[src/rtl/dbg_buf_arbiter.sv]
// Shares one debug input buffer and one debug output buffer between two requesters
// (slot 0 = CPU, slot 1 = debug monitor), generating width-controlled buffer strobes.
module dbg_buf_arbiter #(
  parameter int IN_W  = 16,
  parameter int OUT_W = 13,
  parameter int HOLD  = 2
) (
  input  logic               clk,
  input  logic               rst_n,
  input  logic [1:0]         wr_req,
  input  logic [2*OUT_W-1:0] wr_data,
  output logic [1:0]         wr_ack,
  input  logic [1:0]         rd_req,
  output logic [IN_W-1:0]    rd_data,
  output logic [1:0]         rd_ack,
  output logic [OUT_W-1:0]   buf_in,
  output logic               buf_writedone,
  input  logic               buf_towrite,
  output logic               buf_read,
  input  logic [IN_W-1:0]    buf_out,
  input  logic               buf_toread
);

  localparam logic [1:0] IDLE    = 2'd0;
  localparam logic [1:0] STROBE  = 2'd1;
  localparam logic [1:0] RECOVER = 2'd2;
  localparam logic [1:0] ACK     = 2'd3;

  localparam logic [3:0] HOLD_M1 = 4'(HOLD - 1);

  logic [1:0]       state_q, state_d;
  logic             prio_q, prio_d;
  logic [3:0]       cnt_q, cnt_d;
  logic             slot_q, slot_d;
  logic             op_wr_q, op_wr_d;
  logic [OUT_W-1:0] buf_in_q, buf_in_d;
  logic [IN_W-1:0]  rd_data_q, rd_data_d;
  logic [1:0]       wr_ack_q, wr_ack_d;
  logic [1:0]       rd_ack_q, rd_ack_d;
  logic             wd_q, wd_d;
  logic             rd_q, rd_d;

  logic [1:0] elig;
  logic       gnt;

  assign elig[0] = (wr_req[0] && buf_towrite) || (rd_req[0] && buf_toread);
  assign elig[1] = (wr_req[1] && buf_towrite) || (rd_req[1] && buf_toread);

  // NOTE: every signal written here gets a default first, so no path can infer a latch.
  always_comb begin
    state_d   = state_q;
    prio_d    = prio_q;
    cnt_d     = cnt_q;
    slot_d    = slot_q;
    op_wr_d   = op_wr_q;
    buf_in_d  = buf_in_q;
    rd_data_d = rd_data_q;
    wr_ack_d  = 2'b00;
    rd_ack_d  = 2'b00;
    wd_d      = wd_q;
    rd_d      = rd_q;
    gnt       = 1'b0;

    case (state_q)
      IDLE: begin
        if (|elig) begin
          // Round-robin search starts at prio; within a slot a write beats a read.
          gnt     = elig[prio_q] ? prio_q : ~prio_q;
          slot_d  = gnt;
          prio_d  = ~gnt;
          op_wr_d = wr_req[gnt] && buf_towrite;
          cnt_d   = HOLD_M1;
          state_d = STROBE;
          if (wr_req[gnt] && buf_towrite) begin
            buf_in_d = gnt ? wr_data[OUT_W +: OUT_W] : wr_data[0 +: OUT_W];
            wd_d     = 1'b1;
          end else begin
            rd_d     = 1'b1;
          end
        end
      end
      STROBE: begin
        if (cnt_q == 4'd0) begin
          wd_d    = 1'b0;
          rd_d    = 1'b0;
          state_d = RECOVER;
        end else begin
          cnt_d   = cnt_q - 4'd1;
        end
      end
      RECOVER: begin
        if (op_wr_q) begin
          wr_ack_d[slot_q] = 1'b1;
        end else begin
          rd_ack_d[slot_q] = 1'b1;
          rd_data_d        = buf_out;
        end
        state_d = ACK;
      end
      default: state_d = IDLE;
    endcase
  end

  // NOTE: state registers use non-blocking assignments so all of them update together.
  always_ff @(posedge clk or negedge rst_n) begin
    if (!rst_n) begin
      state_q   <= IDLE;
      prio_q    <= 1'b0;
      cnt_q     <= 4'd0;
      slot_q    <= 1'b0;
      op_wr_q   <= 1'b0;
      buf_in_q  <= '0;
      rd_data_q <= '0;
      wr_ack_q  <= 2'b00;
      rd_ack_q  <= 2'b00;
      wd_q      <= 1'b0;
      rd_q      <= 1'b0;
    end else begin
      state_q   <= state_d;
      prio_q    <= prio_d;
      cnt_q     <= cnt_d;
      slot_q    <= slot_d;
      op_wr_q   <= op_wr_d;
      buf_in_q  <= buf_in_d;
      rd_data_q <= rd_data_d;
      wr_ack_q  <= wr_ack_d;
      rd_ack_q  <= rd_ack_d;
      wd_q      <= wd_d;
      rd_q      <= rd_d;
    end
  end

  assign wr_ack        = wr_ack_q;
  assign rd_ack        = rd_ack_q;
  assign rd_data       = rd_data_q;
  assign buf_in        = buf_in_q;
  assign buf_writedone = wd_q;
  assign buf_read      = rd_q;

endmodule

[config.mk]
export PLATFORM = sky130hd
export DESIGN_NAME = dbg_buf_arbiter
export DESIGN_NICKNAME = d
export VERILOG_FILES = /design/src/rtl/dbg_buf_arbiter.sv
export SDC_FILE = /design/constraint.sdc
export NUM_CORES = 1
export LEC_CHECK = 0
export BUFFER_PORTS_ARGS = -buffer_cell sky130_fd_sc_hd__buf_4
export CORE_MARGIN = 2
export CORE_UTILIZATION = 40
export CTS_BUF_LIST = sky130_fd_sc_hd__clkbuf_16
export DETAILED_ROUTE_END_ITERATION = 8
export PLACE_DENSITY = 0.66
export RECOVER_POWER = 100
export SYNTH_ARGS = -nofsm -noshare
export SYNTH_HDL_FRONTEND = slang
export SYNTH_SLANG_ARGS = --single-unit
[constraint.sdc]
create_clock -name clk -period 4.9 [get_ports clk]
set_clock_uncertainty 0.2 [all_clocks]
set_input_delay 0.735 -clock clk [delete_from_list [all_inputs] [get_ports clk]]
set_output_delay 0.735 -clock clk [all_outputs]
set_load 0.02 [all_outputs]
* Word-level counts from Yosys, hierarchy flattened *
Index checks and enable logic that the tools add are counted.
W data, S select, Z words.

operators by class
  add/subtract/negate cells = 1
  magnitude comparators = 4
  equal/unequal tests = 7
  mux-type cells = 25
  bitwise operators = 3
  reductions and logical operators = 19

operator list
  kind                   number
  $mux W13               1
  $mux W2                6
  $mux W1                11
  $ne A2 B2 Y1 const B   5
  $mux W4                2
  $pmux W4 S2            1
  $reduce_and A4 Y1      2
  $logic_and A1 B1 Y1    6
  $lt A1 B2 Y1 const B   3
  $pmux W2 S3            1
  $reduce_and A2 Y1      3
  $reduce_and A3 Y1      2
  $logic_not A4 Y1       1
  $pmux W1 S2            2
  $sub A4 B1 Y4 const B  1
  $not A1 Y1             3
  $eq A2 B1 Y1 const B   1
  $eq A2 B2 Y1 const B   1
  $logic_not A2 Y1       1
  $logic_or A1 B1 Y1     2
  $reduce_bool A2 Y1     1
  $reduce_or A2 Y1       1
  $demux W1 S1           1
  $ge A1 B1 Y1 const B   1

storage, ports and cells
  flip-flop bits (word level) = 44
  word-level logic and storage cells = 70

* Logic depth before layout (Yosys ltp) *
Gate-level depths: netlist of run 1.

  word-level depth = 11
  depth in mapped cells = 9
  depth with buffers taken out = 6

* Worst setup path after synthesis of run 1 *
OpenSTA, ideal clock, no wires.

  path kind = input port to flip-flop
  from = input wr_req[1]
  to = register buf_in_q[10] (netlist: buf_in[10])
  library setup time = 0.126 ns
  data arrival time = 1.662 ns
  data required time = 4.574 ns
  setup slack = 2.913 ns
  stages = 5
  path buffers = 1
  cell sequence = a22o_1 mux2i_4 buf_6 mux2i_1 a21oi_1

between the ends
  longest elaborated chain between the ends = 9

RTL lines
  element                                     RTL line  text
  from (decl)                                 10        input logic [1:0] wr_req,
  $logic_and A1 B1 Y1                         47        assign elig[1] = (wr_req[1] && buf_towrite) || (rd_req[1] && buf_toread);
  $logic_or A1 B1 Y1                          47
  $mux W1 (not written as such) (2 in a row)  68        gnt = elig[prio_q] ? prio_q : ~prio_q;
  $mux W1                                     68
  $mux W1 (not written as such) (2 in a row)  74        if (wr_req[gnt] && buf_towrite) begin
  $logic_and A1 B1 Y1                         74
  $reduce_and A3 Y1 (no source line)          -
  to (signal assigned)                        124       buf_in_q <= buf_in_d;
  to (decl)                                   36        logic [OUT_W-1:0] buf_in_q, buf_in_d;

Parallel ways exist; a longest one is shown, timed or not. The select of a mux whose other input is x is not followed.
A chain may end at the register's enable or synchronous reset.

* Final worst setup path of run 1 *
  from = input wr_req[1]
  to = register buf_in_q[6] (netlist: buf_in[6])

The elaborated chain is that of the path after synthesis.

==> results of run 1 <==
-- sequential cells by signal, summed over array words and instances, names as in the netlist --
signal,flops
state_q,2
prio_q,1
buf_read,1
buf_in,13
rd_ack,2
op_wr_q,1
rd_data,16
buf_writedone,1
wr_ack,2
slot_q,1
cnt_q,4
-- synthesized netlist by cell type, types with 2 or more instances --
cell type | instances | share of area
buf_2 | 6 | 0.014
mux2i_1 | 14 | 0.068
o31ai_1 | 2 | 0.0072
nor2_1 | 21 | 0.038
dfrtp_1 | 44 | 0.53
o211a_1 | 2 | 0.0097
a21oi_1 | 15 | 0.036
nand2_1 | 5 | 0.0090
inv_1 | 7 | 0.013
buf_6 | 2 | 0.011
o21ai_0 | 4 | 0.0097
ha_1 | 6 | 0.036
a22o_1 | 2 | 0.0084
nor2b_1 | 3 | 0.0090
mux2_2 | 17 | 0.092
and3_1 | 3 | 0.0090
-- stage by stage --
stage	power, mW	std cells
after floorplan	1.224	175
after global placement	1.535	322
after detailed placement	1.558	322
after CTS	1.934	330
after global routing	1.924	330
final	1.777	330
-- final timing paths --
kind | from | endpoint
worst max-delay path | wr_req[1] | buf_in[6]
worst min-delay path | slot_q | wr_ack[0]
worst max register to register | prio_q | buf_in[6]
worst min register to register | slot_q | wr_ack[0]
max in group asynchronous | rst_n | rd_data[10]
min in group asynchronous | rst_n | cnt_q[1]
-- kinds of logic (layout without fill, tap and decap cells) --
family	after synthesis	after routing	share of synthesized area
simple gates	42	42	0.1062
fa+ha+maj	6	6	0.03619
flops	44	44	0.5308
mux	32	32	0.1707
buf+inv	15	100	0.03800
compound gates	36	36	0.1182
-- area by class of cell --
cell class	instances	area (sq um)	share of cell area
Tap cell	70	87.58	0.03180
Multi-Input combinational cell	116	875.8	0.3180
Inverter	7	26.28	0.009541
Clock buffer	5	125.1	0.04543
Sequential cell	44	1101	0.3998
Timing Repair Buffer	85	495.5	0.1799
Clock inverter	3	42.54	0.01545
-- power breakdown --
part	internal [mW]	switching [mW]	total, mW
combinational	0.315	0.461	0.776
sequential	0.536	0.0960	0.632
clock	0.239	0.131	0.370
total	1.09	0.687	1.78
-- metal layers --
layer	track usage	vias up	share of wire
li1	-	792	-
met1	0.1790	751	0.42
met2	0.2705	65	0.49
met3	0.05569	2	0.080
met4	0.05455	0	0.0040
met5	0	-	0
==> metrics.md, run 1 <==
| Metric | Value |
|---|---|
| Most used flip-flop cell after synthesis | `dfrtp_1` |
| R2r setup slk | `2.30 ns` |
| Synth Register Bits | `44` |
| Die W | `76.02 um` |
| Worst hold path depth | `1` |
| Max Root-Sink Buffers | `2` |
| Synth warnings | `0` |
| Crit path launch type | `input port` |
| Grt total ovfl | `0` |
| ANT nets after route | `0` |
| R2r worst-path depth | `3` |
| Via count | `1,610` |
| Hold Crit Class | `register to register` |
| FFs w/ async S/R, synth | `1.000` |
| Fin crit share | `0.6087` |
| Number of global-route vias before repair | `1,637` |
| Initial antenna violation count | `0` |
| Fillers | `508` |
| Ant diodes | `0` |
| TritonCTS buffer count | `5` |
| Initial core utilization | `0.4114` |
| Yosys cell types | `38` |
| Pwr per Cell Area | `645.4 nW/um^2` |
| Setup ws final | `1.917 ns` |
| Worst EP required | `4.82 ns` |
| Average via count per standard cell | `4.879` |
| Final instance area | `2754 sq um` |
| Die Height | `76.02 um` |
| Worst path slowest cell | `mux2i_1` |
| WP buf/inv | `1` |
| H-tree depth | `2` |
| DP HPWL | `3.084 mm` |
| CTS sink cnt | `44` |
| Fraction of layout cells with a size suffix above 1 | `0.2808` |
| Syn_nets | `231` |
| Crit path cell chain | `clkbuf_1 > a22o_1 > mux2i_1 > mux2i_1 > a21oi_1` |
| Highest Clock Rate | `0.3352 GHz` |
| Setup TNS | `0 ns` |
| WP data arrival | `2.91 ns` |
| First-pass GRT wire length | `7.314 mm` |
| DRC Markers | `0` |
| Max FO, Critical Path | `14` |
| Mean Syn Cell Area | `11.85 sq um` |
| Final Max Tran Viols | `60` |
| DR pass1 iterations | `4` |
| Port bufs | `84` |
| Die Area | `5778 sq um` |
| Final Util | `0.5462` |
| Area Overhead vs Synth | `32.75%` |
| Crit-path leading delay family | `multiplexers` |
| Max IR drop VDD | `241.3 uV` |
| Post-CTS resize count | `0` |
| Max incr delay on CP | `1.34 ns` |
| Static leakage | `1.274 nW` |
| Most frequent cells in the layout | `buf_4, dfrtp_1, clkbuf_1` |
| Detailed Route Iter0 Violations | `58` |
| Failing checks | `max-capacitance violations, max-slew violations` |
| Unrepaired setup endpoints after global routing | `false` |
| Relative slew slack | `-0.5437` |
| Per-cell routed wire length | `12.82 um` |
| Critical Path End Type | `register` |
| Post-synthesis sequential area ratio | `0.5308` |
| CTS tree | `done` |
| CTS Hold Bufs | `0` |
| Largest net degree at the start of global routing | `45` |
| Post-Route WL | `4.230 mm` |
| Worst-Margin Slew | `2.316 ns` |
| Rows | `26` |
| Nets | `315` |
| RD Place Congestion | `0.7314` |
| Worst Hold Slack | `0.3009 ns` |
| Root buffer cell | `clkbuf_16` |
| Place WS | `2.470 ns` |
| Critical path class | `input port to register` |
| Final setup violation count | `0` |
| Clock Latency Late Sink | `0.28 ns` |
| Max-cap violations | `2` |
| Minimum clock period | `2.983 ns` |
| Worst path depth | `5` |
| Synthesized area | `2074 sq um` |
| Post-CTS Setup Inserts | `0` |
| Core area | `5042 sq um` |
| Synth Instances | `175` |
| EDFF count, synth | `0` |
| Clock Pin Slew Worst Setup and Hold Paths | `0.06 ns` |
| Run status | `complete, but fails checks` |
| Io pins | `85` |
| Final Hold Viols | `0` |
| Cell mode on critical path | `mux2i_1` |
| Placement Cell Area | `2748 sq um` |
| Total track usage | `0.1561` |
| Most common cell after layout, fill and taps aside | `buf_4` |
Note: power is estimated with default switching activity, not from simulation.
==> run 2, diff against run 1 <==
==> constraint.sdc (replaced) <==
create_clock -name clk -period 3.15 [get_ports clk]
set_clock_uncertainty 0.2 [all_clocks]
set_input_delay 0.4725 -clock clk [delete_from_list [all_inputs] [get_ports clk]]
set_output_delay 0.4725 -clock clk [all_outputs]
set_load 0.02 [all_outputs]
==> run 2 against run 1 <==
  * The flow finishes with violations (negative hold slack)
  * Critical path depth stayed put
  * Sequential power up 56%
  * First-iteration DRC count is 6.9% lower
  * Worst setup slack worse by 1.0 ns
  * Worst hold slack got worse by 0.32 ns
  * Register-to-register slack got worse by 1.4 ns
  * Non-clock buffer count grew 1
  * Count of clock-buffer cells in the layout stayed put
  * Global-route usage grew 0.24 points
  * Total power up 51%
  * Final area unchanged
  * Largest cell class unchanged
  * Largest power group unchanged
==> metrics.md, run 2 (synthesis results as in run 1) <==
| Metric | Value |
|---|---|
| M1 wire length | `1.847 mm` |
| Most frequent cells in the layout | `buf_4, dfrtp_1, clkbuf_1` |
| Met3 Wirelength | `323 um` |
| Fillers | `500` |
| RD Place Congestion | `0.7421` |
| Grt total ovfl | `0` |
| Die Area | `5778 sq um` |
| TritonCTS buffer count | `5` |
| Post-Route WL | `4.269 mm` |
| Unrepaired setup endpoints after global routing | `false` |
| Fraction of layout cells with a size suffix above 1 | `0.2874` |
| Root buffer cell | `clkbuf_16` |
| Sw Pwr | `1.068 mW` |
| Critical Path End Type | `register` |
| Clock power frac | `0.181` |
| Setup TNS | `0 ns` |
| Ant diodes | `0` |
| Average via count per standard cell | `4.831` |
| Max FO, Critical Path | `18` |
| Top Layer Used | `met4` |
| Post-CTS resize count | `0` |
| RR Endpoint | `rd_data[11]` |
| Final Util | `0.5462` |
| Clock Latency Late Sink | `0.27 ns` |
| Port bufs | `84` |
| First-pass GRT wire length | `7.493 mm` |
| Crit path launch type | `register` |
| Worst-Margin Slew | `0.8855 ns` |
| Relative slew slack | `0.4097` |
| Pwr per Cell Area | `973.8 nW/um^2` |
| CTS sink cnt | `44` |
| Failing checks | `negative hold slack` |
| Die W | `76.02 um` |
| Met2 wire length | `2.081 mm` |
| Max-cap violations | `0` |
| CTS Hold Bufs | `0` |
| ANT nets after route | `0` |
| Fin crit share | `0.7098` |
| Highest Clock Rate | `0.4473 GHz` |
| Area taken by multi-input logic gates | `888.4 sq um` |
| Number of global-route vias before repair | `1,694` |
| Core area | `5042 sq um` |
| Run status | `complete, but fails checks` |
| Switch share | `0.3983` |
| WP data arrival | `2.19 ns` |
| H-tree depth | `2` |
| Initial core utilization | `0.4114` |
| Critical path class | `register to register` |
| Max IR drop VDD | `442.6 uV` |
| Initial antenna violation count | `0` |
| Most common cell after layout, fill and taps aside | `buf_4` |
| Register area | `1101 sq um` |
| Max FFs per register | `16` |
| Post-CTS Setup Inserts | `0` |
| Largest net degree at the start of global routing | `45` |
| Sequential share of power | `0.368` |
| Minimum clock period | `2.236 ns` |
| Worst EP required | `3.10 ns` |
| Max Root-Sink Buffers | `2` |
| FF-to-FF Start | `state_q[0]` |
| Io pins | `85` |
| Final setup violation count | `0` |
| Via count | `1,599` |
| Per-cell routed wire length | `12.90 um` |
| R2r worst-path depth | `5` |
| Rows | `26` |
| DP HPWL | `3.137 mm` |
| Static leakage | `1.273 nW` |
| Total track usage | `0.1584` |
| Final Hold Viols | `18` |
| DRC Markers | `0` |
| Clock Pin Slew Worst Setup and Hold Paths | `0.06 ns` |
| Worst Hold Slack | `-0.02018 ns` |
| Final Max Tran Viols | `0` |
| Pint | `1.614 mW` |
| Area Overhead vs Synth | `32.75%` |
| Die Height | `76.02 um` |
| Detailed Route Iter0 Violations | `54` |
| DR pass1 iterations | `4` |
| CTS tree | `done` |
| Comb power frac | `0.451` |
| Hold Crit Class | `input port to asynchronous set/reset pin` |
| R2r setup slk | `0.91 ns` |
| Nets | `316` |
## run 2: worst max-delay path, stage by stage (launching register included)
cell	delay [ns]
dfrtp_1	0.41
inv_1	0.09
ha_1	0.19
nor2b_1	0.13
clkbuf_1	0.67
mux2_2	0.42
## run 2: layer usage
metal,vias up,GRT usage
li1,795,-
met1,736,0.1886
met2,66,0.2866
met3,2,0.04147
met4,0,0.03818
met5,-,0
## run 2: layout make-up
type,count,area share
inverter,7,0.009541
clock buffer,5,0.04543
sequential,44,0.3998
timing repair buffer,86,0.1854
clock inverter,3,0.005452
tap,70,0.03180
multi-input combinational,116,0.3226
## run 2: power by group through the flow
stage | Combinational (mW) | Clock (mW) | Sequential (mW)
floorplan | 0.653 | 0 | 1.25
global placement | 1.39 | 0 | 0.999
detailed placement | 1.42 | 0 | 1.00
CTS | 1.42 | 0.505 | 0.996
global route | 1.35 | 0.526 | 1.04
finish | 1.21 | 0.485 | 0.987
## run 2: per-stage QoR
step | setup WS [ns] | instances | total power [mW] | instance area [sq um] | hold WS [ns]
after floorplan | 1.263 | 175 | 1.904 | 2074 | -0.02309
after global placement | 1.064 | 323 | 2.390 | 2755 | 0.2775
after detailed placement | 1.027 | 323 | 2.422 | 2755 | 0.2865
after CTS | 1.102 | 331 | 2.923 | 2895 | 0.008144
after global routing | 0.6947 | 331 | 2.912 | 2754 | 0.03001
final | 0.9142 | 331 | 2.682 | 2754 | -0.02018
## run 2: worst max path at each step
stage | start | to | slack (ns) | cells after the start
after detailed placement | wr_req[1] | buf_in[0] | 1.03 | 5
final | state_q[0] | rd_data[11] | 0.91 | 5
after global placement | wr_req[1] | buf_in[6] | 1.06 | 5
after global routing | state_q[0] | rd_data[11] | 0.69 | 5
after CTS | state_q[1] | cnt_q[3] | 1.10 | 6
after floorplan | state_q[1] | cnt_q[2] | 1.26 | 7
==> run 3, diff against run 2 <==
==> constraint.sdc (replaced) <==
create_clock -name clk -period 2.1 [get_ports clk]
set_clock_uncertainty 0.2 [all_clocks]
set_input_delay 0.315 -clock clk [delete_from_list [all_inputs] [get_ports clk]]
set_output_delay 0.315 -clock clk [all_outputs]
set_load 0.02 [all_outputs]
==> run 3 against run 2 <==
  * Clock power up 81%
  * Critical endpoint is now cnt_q[2]
  * Register-to-register slack worse by 0.75 ns
  * Maximum frequency up 16%
  * Wire length down 1.3%
  * The flow now finishes without violations
  * Combinational power up 59%
  * Highest routed layer unchanged
  * Count of clock-buffer cells in the layout unchanged
==> metrics.md, run 3 (synthesis results as in run 1) <==
| Metric | Value |
|---|---|
| Core area | `5042 sq um` |
| Io pins | `85` |
| Grt total ovfl | `0` |
| Max IR drop VDD | `634.4 uV` |
| Final Hold Viols | `0` |
| Post-Route WL | `4.214 mm` |
| R2r setup slk | `0.16 ns` |
| FF-to-FF Start | `state_q[1]` |
| DP HPWL | `3.166 mm` |
| Largest net degree at the start of global routing | `45` |
| Crit path launch type | `register` |
| Critical Path Sink | `cnt_q[2]` |
| WP buf/inv | `1` |
| H-tree depth | `2` |
| Met2 wire length | `1.988 mm` |
| Ant diodes | `0` |
| Run status | `finished, final reports clean` |
| Fin crit share | `0.9215` |
| Initial antenna violation count | `0` |
| R2r worst-path depth | `6` |
| Area Overhead vs Synth | `37.15%` |
| Worst Hold Slack | `0.06214 ns` |
| Pwr per Cell Area | `1500 nW/um^2` |
| Die Area | `5778 sq um` |
| Max-cap violations | `0` |
| Worst path depth | `6` |
| DRC Markers | `0` |
| CP Launch Point | `state_q[1]` |
| CTS tree | `done` |
| Crit path cell chain | `inv_1 > ha_1 > nor4bb_1 > a311o_1 > or3_1 > a21oi_1` |
| Detailed Route Iter0 Violations | `59` |
| CTS sink cnt | `44` |
| Total track usage | `0.1525` |
| Die W | `76.02 um` |
| Final instance area | `2845 sq um` |
| Hold Crit Class | `input port to register` |
| Average via count per standard cell | `4.878` |
| Per-cell routed wire length | `12.50 um` |
| Fillers | `477` |
| Clock Pin Slew Worst Setup and Hold Paths | `0.06 ns` |
| Clock Latency Late Sink | `0.28 ns` |
| WP data arrival | `1.94 ns` |
| Port bufs | `84` |
| Minimum clock period | `1.935 ns` |
| Die Height | `76.02 um` |
| First-pass GRT wire length | `7.224 mm` |
| Nets | `322` |
| Overall Power | `4.267 mW` |
| Worst hold path depth | `2` |
| Layout Cells excl Fill | `337` |
| Final Max Tran Viols | `0` |
| Unrepaired setup endpoints after global routing | `false` |
| Crit-path leading delay family | `compound AO/OA/AOI/OAI gates` |
| Critical Path End Type | `register` |
| Static leakage | `1.317 nW` |
| RD Place Congestion | `0.8098` |
| Highest Clock Rate | `0.5168 GHz` |
| Rows | `26` |
| Most frequent cells in the layout | `buf_4, dfrtp_1, clkbuf_1` |
| Max incr delay on CP | `0.39 ns` |
| Relative slew slack | `0.2937` |
| Number of global-route vias before repair | `1,595` |
| M1 wire length | `1.874 mm` |
| ANT nets after route | `0` |
| Max FO, Critical Path | `4` |
| Max FFs per register | `16` |
| Worst EP required | `2.11 ns` |
| DR pass1 iterations | `4` |
| Worst path slowest cell | `dfrtp_1` |
| Worst-Margin Slew | `1.060 ns` |
| RR Endpoint | `cnt_q[2]` |
| DP Cell Count | `328` |
| Initial core utilization | `0.4114` |
| Fraction of layout cells with a size suffix above 1 | `0.3146` |
| Placement Cell Area | `2805 sq um` |
| Max Root-Sink Buffers | `2` |
| Top Layer Used | `met4` |
| Critical path class | `register to register` |
| Final setup violation count | `0` |
| TritonCTS buffer count | `5` |
| Most common cell after layout, fill and taps aside | `buf_4` |
| Setup TNS | `0 ns` |
| Via count | `1,644` |
| Met3 Wirelength | `331 um` |
| Root buffer cell | `clkbuf_16` |
run 3: worst register-to-register path, delay by kind of cell (launching register included):
family                     cells  cell delay (ns)
AOI/OAI and AO/OA              2             0.50
adders and majority gates      1             0.22
buffers and inverters          1             0.08
DFF                            1             0.39
and+or+nand+nor                2             0.48
run 3: through the flow:
stage                     utilization  setup slack (ns)
after floorplan                     -            0.2130
after global placement         0.5563            0.1860
after detailed placement       0.5563            0.1211
after CTS                      0.5916            0.1046
after global routing           0.5643           0.05349
final                          0.5643            0.1649
run 3: where the power goes:
part | switching, mW | leakage, nW | internal [mW]
clock network | 0.317 | 0.0814 | 0.559
logic | 1.10 | 0.722 | 0.816
registers | 0.225 | 0.513 | 1.25
total | 1.64 | 1.32 | 2.62
run 3: layer usage:
layer,vias to the layer above,track usage
li1,812,-
met1,757,0.1984
met2,71,0.2491
met3,4,0.05213
met4,0,0.03273
met5,-,0
run 3: area by class of cell:
cell class | instances | area, sq um | share of cell area
tap | 70 | 87.58 | 0.03078
inverter | 7 | 26.28 | 0.009235
multi-input combinational | 116 | 897.1 | 0.3153
timing repair buffer | 92 | 565.5 | 0.1988
clock inverter | 3 | 42.54 | 0.01495
sequential | 44 | 1101 | 0.3870
clock buffer | 5 | 125.1 | 0.04398
run 3: how the worst min path moves through the flow:
stage / from / end / slack, ns
3_5_place_dp: rst_n / prio_q / 0.15
4_1_cts: buf_out[2] / rd_data[2] / 0.06
6_report: buf_out[2] / rd_data[2] / 0.06
5_1_grt: buf_out[2] / rd_data[2] / 0.06
2_1_floorplan: rst_n / buf_in[0] / -0.18
3_3_place_gp: rst_n / prio_q / 0.15
run 3: timing repair:
action                                  4_1_cts  5_1_grt
hold endpoints to repair                     44        0
setup buffers                                 0        0
gates resized for setup                       0        1
hold buffers                                  1        0
endpoints found under the setup margin        0        2
